--- src/rtl/sv32_page_walker_pkg.sv ---
// Shared types and constants for the Sv32 page-table walker and its requestors.
package sv32_page_walker_pkg;

    // Requestor count and the width of the requestor index carried in responses.
    localparam int PW_NUM_RQ  = 2;
    localparam int PW_RQ_ID_W = 1;

    // Sv32 PTE bit positions.
    localparam int PTE_V      = 0;
    localparam int PTE_R      = 1;
    localparam int PTE_W      = 2;
    localparam int PTE_X      = 3;
    localparam int PTE_U      = 4;
    localparam int PTE_A      = 6;
    localparam int PTE_PPN_LO = 10;
    localparam int PTE_PPN_HI = 29;

    // Walk request from one TLB miss handler.
    typedef struct packed {
        logic        valid;
        logic [31:0] addr;
        logic [19:0] root_ppn;
    } page_walk_req_t;

    // Walk result, snooped by every TLB.
    typedef struct packed {
        logic                  busy;
        logic [PW_RQ_ID_W-1:0] rq_id;
        logic                  valid;
        logic [19:0]           vpn;
        logic [19:0]           ppn;
        logic [2:0]            rwx;
        logic                  user;
        logic                  is_super;
        logic                  page_fault;
    } page_walk_res_t;

    // Sv32 PTE layout; only the low 20 PPN bits address this memory.
    typedef struct packed {
        logic [1:0]  ppn_ext;
        logic [19:0] ppn;
        logic [1:0]  rsw;
        logic        d;
        logic        a;
        logic        g;
        logic        u;
        logic        x;
        logic        w;
        logic        r;
        logic        v;
    } sv32_pte_t;

endpackage

--- src/rtl/pw_rq_arbiter.sv ---
// Fixed-priority pick among walk requestors: lowest valid index wins.
module pw_rq_arbiter #(
    parameter int NUM_RQ = 2,
    parameter int IDX_W  = 1
) (
    input  logic [NUM_RQ-1:0] valid_i,
    output logic [IDX_W-1:0]  idx_o,
    output logic              any_o
);

    // Scan from the highest index down so the lowest valid index is the last write.
    always_comb begin
        // NOTE: every output gets a default before the loop so no latch is inferred.
        idx_o = '0;
        any_o = 1'b0;
        for (int i = NUM_RQ - 1; i >= 0; i--) begin
            if (valid_i[i]) begin
                idx_o = IDX_W'(i);
                any_o = 1'b1;
            end
        end
    end

endmodule

--- src/rtl/sv32_page_walker.sv ---
// Sv32 two-level page-table walker serving the ITLB/DTLB miss handlers.
// One walk at a time, one PTE read outstanding; a flushed walk drains its read.
module sv32_page_walker
    import sv32_page_walker_pkg::*;
#(
    parameter int NUM_RQ = PW_NUM_RQ
) (
    input  logic                          clk,
    input  logic                          rst,
    input  page_walk_req_t [NUM_RQ-1:0]   IN_rqs,
    output page_walk_res_t                OUT_res,
    input  logic                          IN_flush,
    output logic                          OUT_memRdValid,
    output logic [31:0]                   OUT_memRdAddr,
    input  logic                          IN_memRdReady,
    input  logic                          IN_memRdDValid,
    input  logic [31:0]                   IN_memRdData
);

    localparam logic [2:0] S_IDLE    = 3'd0;
    localparam logic [2:0] S_L1_REQ  = 3'd1;
    localparam logic [2:0] S_L1_WAIT = 3'd2;
    localparam logic [2:0] S_L0_REQ  = 3'd3;
    localparam logic [2:0] S_L0_WAIT = 3'd4;
    localparam logic [2:0] S_RESP    = 3'd5;

    logic [2:0]            state_q, state_d;
    logic [19:0]           vpn_q, vpn_d;
    logic [19:0]           root_ppn_q, root_ppn_d;
    logic [PW_RQ_ID_W-1:0] rq_id_q, rq_id_d;
    // Holds the next-level table PPN after L1, then the leaf PPN.
    logic [19:0]           ppn_q, ppn_d;
    logic [2:0]            rwx_q, rwx_d;
    logic                  user_q, user_d;
    logic                  is_super_q, is_super_d;
    logic                  fault_q, fault_d;
    logic                  drain_q, drain_d;

    logic [NUM_RQ-1:0]     rq_valid;
    logic [PW_RQ_ID_W-1:0] arb_idx;
    logic                  arb_any;
    page_walk_req_t        sel_req;

    logic [19:0]           pte_ppn;
    logic                  pte_v, pte_r, pte_w, pte_x, pte_u, pte_a;
    logic                  pte_bad, pte_leaf, at_l1;
    logic                  unused_bits;

    // Gather requestor valids and select the winning request.
    always_comb begin
        rq_valid = '0;
        for (int i = 0; i < NUM_RQ; i++) begin
            rq_valid[i] = IN_rqs[i].valid;
        end
        sel_req = IN_rqs[arb_idx];
    end

    pw_rq_arbiter #(
        .NUM_RQ (NUM_RQ),
        .IDX_W  (PW_RQ_ID_W)
    ) u_arb (
        .valid_i (rq_valid),
        .idx_o   (arb_idx),
        .any_o   (arb_any)
    );

    // Decode the returning PTE word.
    always_comb begin
        pte_ppn  = IN_memRdData[PTE_PPN_HI:PTE_PPN_LO];
        pte_v    = IN_memRdData[PTE_V];
        pte_r    = IN_memRdData[PTE_R];
        pte_w    = IN_memRdData[PTE_W];
        pte_x    = IN_memRdData[PTE_X];
        pte_u    = IN_memRdData[PTE_U];
        pte_a    = IN_memRdData[PTE_A];
        pte_bad  = !pte_v || (pte_w && !pte_r);
        pte_leaf = pte_r || pte_x;
        at_l1    = (state_q == S_L1_WAIT);
        // PTE bits beyond the 32-bit physical space, RSW/D/G, and the page offset are not needed.
        unused_bits = ^{IN_memRdData[31:30], IN_memRdData[9:7], IN_memRdData[5],
                        sel_req.addr[11:0]};
    end

    // Walk state machine and result capture.
    always_comb begin
        state_d    = state_q;
        vpn_d      = vpn_q;
        root_ppn_d = root_ppn_q;
        rq_id_d    = rq_id_q;
        ppn_d      = ppn_q;
        rwx_d      = rwx_q;
        user_d     = user_q;
        is_super_d = is_super_q;
        fault_d    = fault_q;
        drain_d    = drain_q;

        case (state_q)
            S_IDLE: begin
                if (arb_any && !IN_flush) begin
                    state_d    = S_L1_REQ;
                    vpn_d      = sel_req.addr[31:12];
                    root_ppn_d = sel_req.root_ppn;
                    rq_id_d    = arb_idx;
                    fault_d    = 1'b0;
                    is_super_d = 1'b0;
                    drain_d    = 1'b0;
                end
            end

            S_L1_REQ, S_L0_REQ: begin
                if (IN_memRdReady) begin
                    // A read accepted together with a flush must still be drained.
                    state_d = (state_q == S_L1_REQ) ? S_L1_WAIT : S_L0_WAIT;
                    drain_d = IN_flush;
                end else if (IN_flush) begin
                    state_d = S_IDLE;
                end
            end

            S_L1_WAIT, S_L0_WAIT: begin
                if (IN_memRdDValid) begin
                    if (drain_q || IN_flush) begin
                        state_d = S_IDLE;
                        drain_d = 1'b0;
                    end else begin
                        ppn_d  = pte_ppn;
                        rwx_d  = {pte_x, pte_w, pte_r};
                        user_d = pte_u;
                        if (pte_bad) begin
                            fault_d = 1'b1;
                            state_d = S_RESP;
                        end else if (pte_leaf) begin
                            // A level-1 leaf maps a 4 MiB page and must be 4 MiB aligned.
                            is_super_d = at_l1;
                            fault_d    = !pte_a || (at_l1 && (pte_ppn[9:0] != 10'd0));
                            state_d    = S_RESP;
                        end else if (at_l1) begin
                            state_d = S_L0_REQ;
                        end else begin
                            fault_d = 1'b1;
                            state_d = S_RESP;
                        end
                    end
                end else if (IN_flush) begin
                    drain_d = 1'b1;
                end
            end

            S_RESP: begin
                state_d = S_IDLE;
            end

            default: begin
                state_d = S_IDLE;
            end
        endcase
    end

    // State registers with synchronous active-low reset.
    always_ff @(posedge clk) begin
        // NOTE: non-blocking assignments so every flop samples pre-edge values.
        if (!rst) begin
            state_q    <= S_IDLE;
            vpn_q      <= '0;
            root_ppn_q <= '0;
            rq_id_q    <= '0;
            ppn_q      <= '0;
            rwx_q      <= '0;
            user_q     <= 1'b0;
            is_super_q <= 1'b0;
            fault_q    <= 1'b0;
            drain_q    <= 1'b0;
        end else begin
            state_q    <= state_d;
            vpn_q      <= vpn_d;
            root_ppn_q <= root_ppn_d;
            rq_id_q    <= rq_id_d;
            ppn_q      <= ppn_d;
            rwx_q      <= rwx_d;
            user_q     <= user_d;
            is_super_q <= is_super_d;
            fault_q    <= fault_d;
            drain_q    <= drain_d;
        end
    end

    // Drive the response and the PTE read port from registered state.
    always_comb begin
        OUT_res.busy       = (state_q != S_IDLE);
        OUT_res.rq_id      = rq_id_q;
        OUT_res.valid      = (state_q == S_RESP);
        OUT_res.vpn        = vpn_q;
        OUT_res.ppn        = ppn_q;
        OUT_res.rwx        = rwx_q;
        OUT_res.user       = user_q;
        OUT_res.is_super   = is_super_q;
        OUT_res.page_fault = fault_q;

        OUT_memRdValid = (state_q == S_L1_REQ) || (state_q == S_L0_REQ);
        OUT_memRdAddr  = (state_q == S_L0_REQ) ? {ppn_q, vpn_q[9:0], 2'b00}
                                               : {root_ppn_q, vpn_q[19:10], 2'b00};
    end

endmodule
--- config.mk ---
export PLATFORM = sky130hd
export DESIGN_NAME = sv32_page_walker
export DESIGN_NICKNAME = d
export VERILOG_FILES = /design/src/rtl/sv32_page_walker_pkg.sv /design/src/rtl/pw_rq_arbiter.sv /design/src/rtl/sv32_page_walker.sv
export SDC_FILE = /design/constraint.sdc
export NUM_CORES = 1
export LEC_CHECK = 0
export CAP_MARGIN = 15
export CELL_PAD_IN_SITES_DETAIL_PLACEMENT = 0
export CELL_PAD_IN_SITES_GLOBAL_PLACEMENT = 2
export CORE_ASPECT_RATIO = 2
export CORE_MARGIN = 2
export CORE_UTILIZATION = 21
export CTS_CLUSTER_SIZE = 14
export DETAILED_ROUTE_END_ITERATION = 8
export PLACE_DENSITY_LB_ADDON = 0.12
export SETUP_SLACK_MARGIN = 0.3
export SLEW_MARGIN = 40
export SYNTH_ARGS = -nofsm -noshare
export SYNTH_HDL_FRONTEND = slang
export SYNTH_SLANG_ARGS = --single-unit
--- constraint.sdc ---
create_clock -name clk -period 2.6 [get_ports clk]
set_clock_uncertainty 0.1 [all_clocks]
set_input_delay 0.52 -clock clk [delete_from_list [all_inputs] [get_ports clk]]
set_output_delay 0.52 -clock clk [all_outputs]
set_load 0.05 [all_outputs]
==> flow_summary_export.csv <==
group,metric,value,unit
logic_synthesis,synth_edf_count,0,
worst_setup_path,required,1.98,ns
cts,cts_tree,"built",
detailed_routing,wl_met1,4990,um
detailed_routing,drc,0,
timing,min_period,2.23,ns
detailed_routing,vias,3621,
global_routing,grt_pass1_vias,3723,
detailed_routing,drt-total-wl,14300,um
place,place_inst,781,
die,rows,67,
cts,cts_hold_buf,0,
worst_setup_path,end_kind,"output port",
die,initial_core_util,21.4,%
timing,drv_slew,0,
timing,finalSetupViolations,0,
detailed_routing,antenna_left,0,
final_layout,nets,729,
detailed_routing,vias_per_cell,4.54,
place,globalplace.congestion,0.811,
detailed_routing,wl_met2,8190,um
logic_synthesis,ys_ff_latch,71,
logic_synthesis,ys_types,46,
logic_synthesis,synth_top_cell_by_area,"dfxtp_1",
logic_synthesis,yosys_warnings,0,
power_and_ir_drop,power.leakage,2.38,nW
worst_setup_path,startpoint_type,"register",
die,ios,225,
worst_hold_path,hold_path.class,"register to register",
worst_setup_path,arrival,1.61,ns
timing,finalCritPeriodShare,85.9,%
final_layout,final_cells,798,
die,fp.dieH,188,um
place,port-buffer-count,192,
worst_setup_path,crit_family,"flip-flops",
timing,fmax,0.448,GHz
logic_synthesis,syn_area,3560,um^2
worst_setup_path,path_class,"register to output port",
timing,rsz0062_at_grt,"false",
detailed_routing,wl_per_cell,17.9,um
job,maxCapViolCount,0,
detailed_routing,routed.top_layer,"met4",
logic_synthesis,synthTopCellsByCount,"dfxtp_1, nand2_1, nor2_1, a211oi_1, mux2i_1",
die,coreArea,16700,um^2
logic_synthesis,synth_fa_ha_area_share,0.562,%
global_routing,grt_max_degree,47,
logic_synthesis,syn-instance-count,398,
detailed_routing,wl_met3,876,um
cts,h-tree-depth,3,
cts,cts_buffers,9,
logic_synthesis,ys_top_cells_by_area,"dfxtp_1, mux2i_1, mux2_2",
timing,final_hold_viol_count,0,
logic_synthesis,yosysSeqAreaShare,39.9,%
worst_setup_path,max_stage_delay,0.38,ns
die,die_w,96.1,um
cts,clockRootBuffer,"clkbuf_16",
detailed_routing,first_iter_violations,84,
cts,clockBufferDepth,2,
global_routing,grt_pass1_wl,21300,um
worst_setup_path,crit_fanout,13,
worst_setup_path,cp_cell_sequence,"nor2b_4, nand2_4, buf_12, mux2_2, buf_12",
logic_synthesis,synth_mux_area_share,21.0,%
logic_synthesis,synth_xor_area_share,0.457,%
place,placed_cell_area,6100,um^2
cts,path_clk_slew,0.06,ns
final_layout,n_antenna_cell,0,
power_and_ir_drop,powerDensity,558,nW/um^2
timing,slew_headroom,59.6,%
global_routing,grt_usage,16.2,%
logic_synthesis,synthArstFlopShare,0,%
final_layout,final_area,6450,um^2
detailed_routing,dr.pass1.iters,4,
logic_synthesis,synth_top_area_share,39.9,%
place,dp_hpwl,11000,um
worst_setup_path,cp_common_cell,"buf_12",
logic_synthesis,synth_most_common_cell,"dfxtp_1",
final_layout,drive_gt1_share,19.5,%
worst_setup_path,path_buf_inv,2,
logic_synthesis,synth_top_family_by_area,"multiplexers",
logic_synthesis,synthFlopType,"dfxtp_1",
timing,worst_pin_slew,0.591,ns
logic_synthesis,syn_avg_cell_area,8.95,um^2
outcome,outcome,"finished clean",
final_layout,syn_to_final_growth,81.2,%
logic_synthesis,synthSimpleGateAreaFrac,15.7,%
power_and_ir_drop,peakVddDrop,0.279,mV
cts,cts_sinks,71,
cts,clock_latency,0.34,ns
die,die_area,18100,um^2
global_routing,antenna_found_initial,0,
worst_setup_path,cpMaxStageDelayCell,"dfxtp_1",
global_routing,grt_overflow,0,
logic_synthesis,synth_compound_area_share,16.4,%
-- final cells by class --
cell class | count | area, um^2
timing repair buffer | 214 | 2490
clock inverter | 3 | 40.0
inverter | 2 | 7.51
clock buffer | 13 | 270
tap | 207 | 259
multi-input combinational | 288 | 1970
sequential | 71 | 1420
fill | 1740 | 10200
-- layer usage --
| layer | up-vias | GRT usage, % |
|---|---|---|
| met5 | - | 0 |
| met4 | 0 | 5.44 |
| met3 | 10 | 3.44 |
| met2 | 121 | 30.9 |
| met1 | 1692 | 16.6 |
| li1 | 1798 | - |
-- where the power goes --
| group | switching, mW | leakage, nW | internal (mW) |
|---|---|---|---|
| clock | 0.476 | 0.156 | 0.819 |
| combinational | 0.575 | 1.64 | 0.531 |
| sequential | 0.0457 | 0.581 | 1.16 |
-- stage by stage --
| step | setup slack [ns] | TNS (ns) | util (%) | power (mW) | hold slack, ns |
|---|---|---|---|---|---|
| after floorplan | 0.335 | 0 | - | 1.78 | 0.337 |
| after global placement | -0.152 | -0.152 | 36.6 | 2.33 | 0.348 |
| after detailed placement | -0.141 | -0.141 | 36.6 | 2.34 | 0.352 |
| after CTS | 0.298 | 0 | 38.7 | 3.67 | 0.360 |
| after global routing | 0.306 | 0 | 38.7 | 3.77 | 0.380 |
| final | 0.366 | 0 | 38.7 | 3.60 | 0.357 |
-- sequential cells by signal, indices dropped and copies added (netlist names) --
name and count:
state_q 3, rq_id_q 1, is_super_q 1, vpn_q 20, drain_q 1, root_ppn_q 20
rwx_q 3, ppn_q 20, user_q 1, fault_q 1
-- what timing repair did --
| action | 4_1_cts | 5_1_grt |
|---|---|---|
| setup endpoints to repair | 27 | 30 |
| resized for setup | 3 | 1 |
| hold endpoints to repair | 0 | 0 |
| gates cloned | 1 | 0 |
| buffers inserted | 0 | 0 |
-- final timing paths --
kind,end,start,slack (ns),cells past startpoint
worst max-delay path,OUT_memRdAddr[17],state_q[2]$_SDFFE_PN0P_,0.37,5
worst min-delay path,user_q$_SDFFE_PN0P_,user_q$_SDFFE_PN0P_,0.36,2
worst max register to register,root_ppn_q[10]$_SDFFE_PN0P_,state_q[1]$_SDFFE_PN0P_,0.68,7
worst min register to register,user_q$_SDFFE_PN0P_,user_q$_SDFFE_PN0P_,0.36,2
-- kinds of logic after synthesis --
family / count (synthesis)
buffers and inverters: 40
flip-flops: 71
adder cells (fa/ha/maj): 2
AND/OR/NAND/NOR: 126
XOR/XNOR: 1
multiplexers: 71
other: 1
AO/OA/AOI/OAI: 86
-- worst register-to-register path: stages, from the launching register on --
cell and delay (ns):
dfxtp_1 0.34, buf_4 0.20, nor3_1 0.30, inv_2 0.10, nor2_4 0.23, buf_12 0.25
nor2_1 0.07, a211oi_1 0.23
-- placed cells by master (no fill, tap or decap), types with 7 or more instances in the layout --
cell and n:
nand2_1 52, mux2i_1 41, buf_12 37, mux2_2 30
buf_4 17, nor3_1 7, clkdlybuf4s50_1 159, clkbuf_16 9
a21oi_1 27, nor2_1 47, a211oi_1 41, dfxtp_1 71
(Power assumes the default switching activity.)
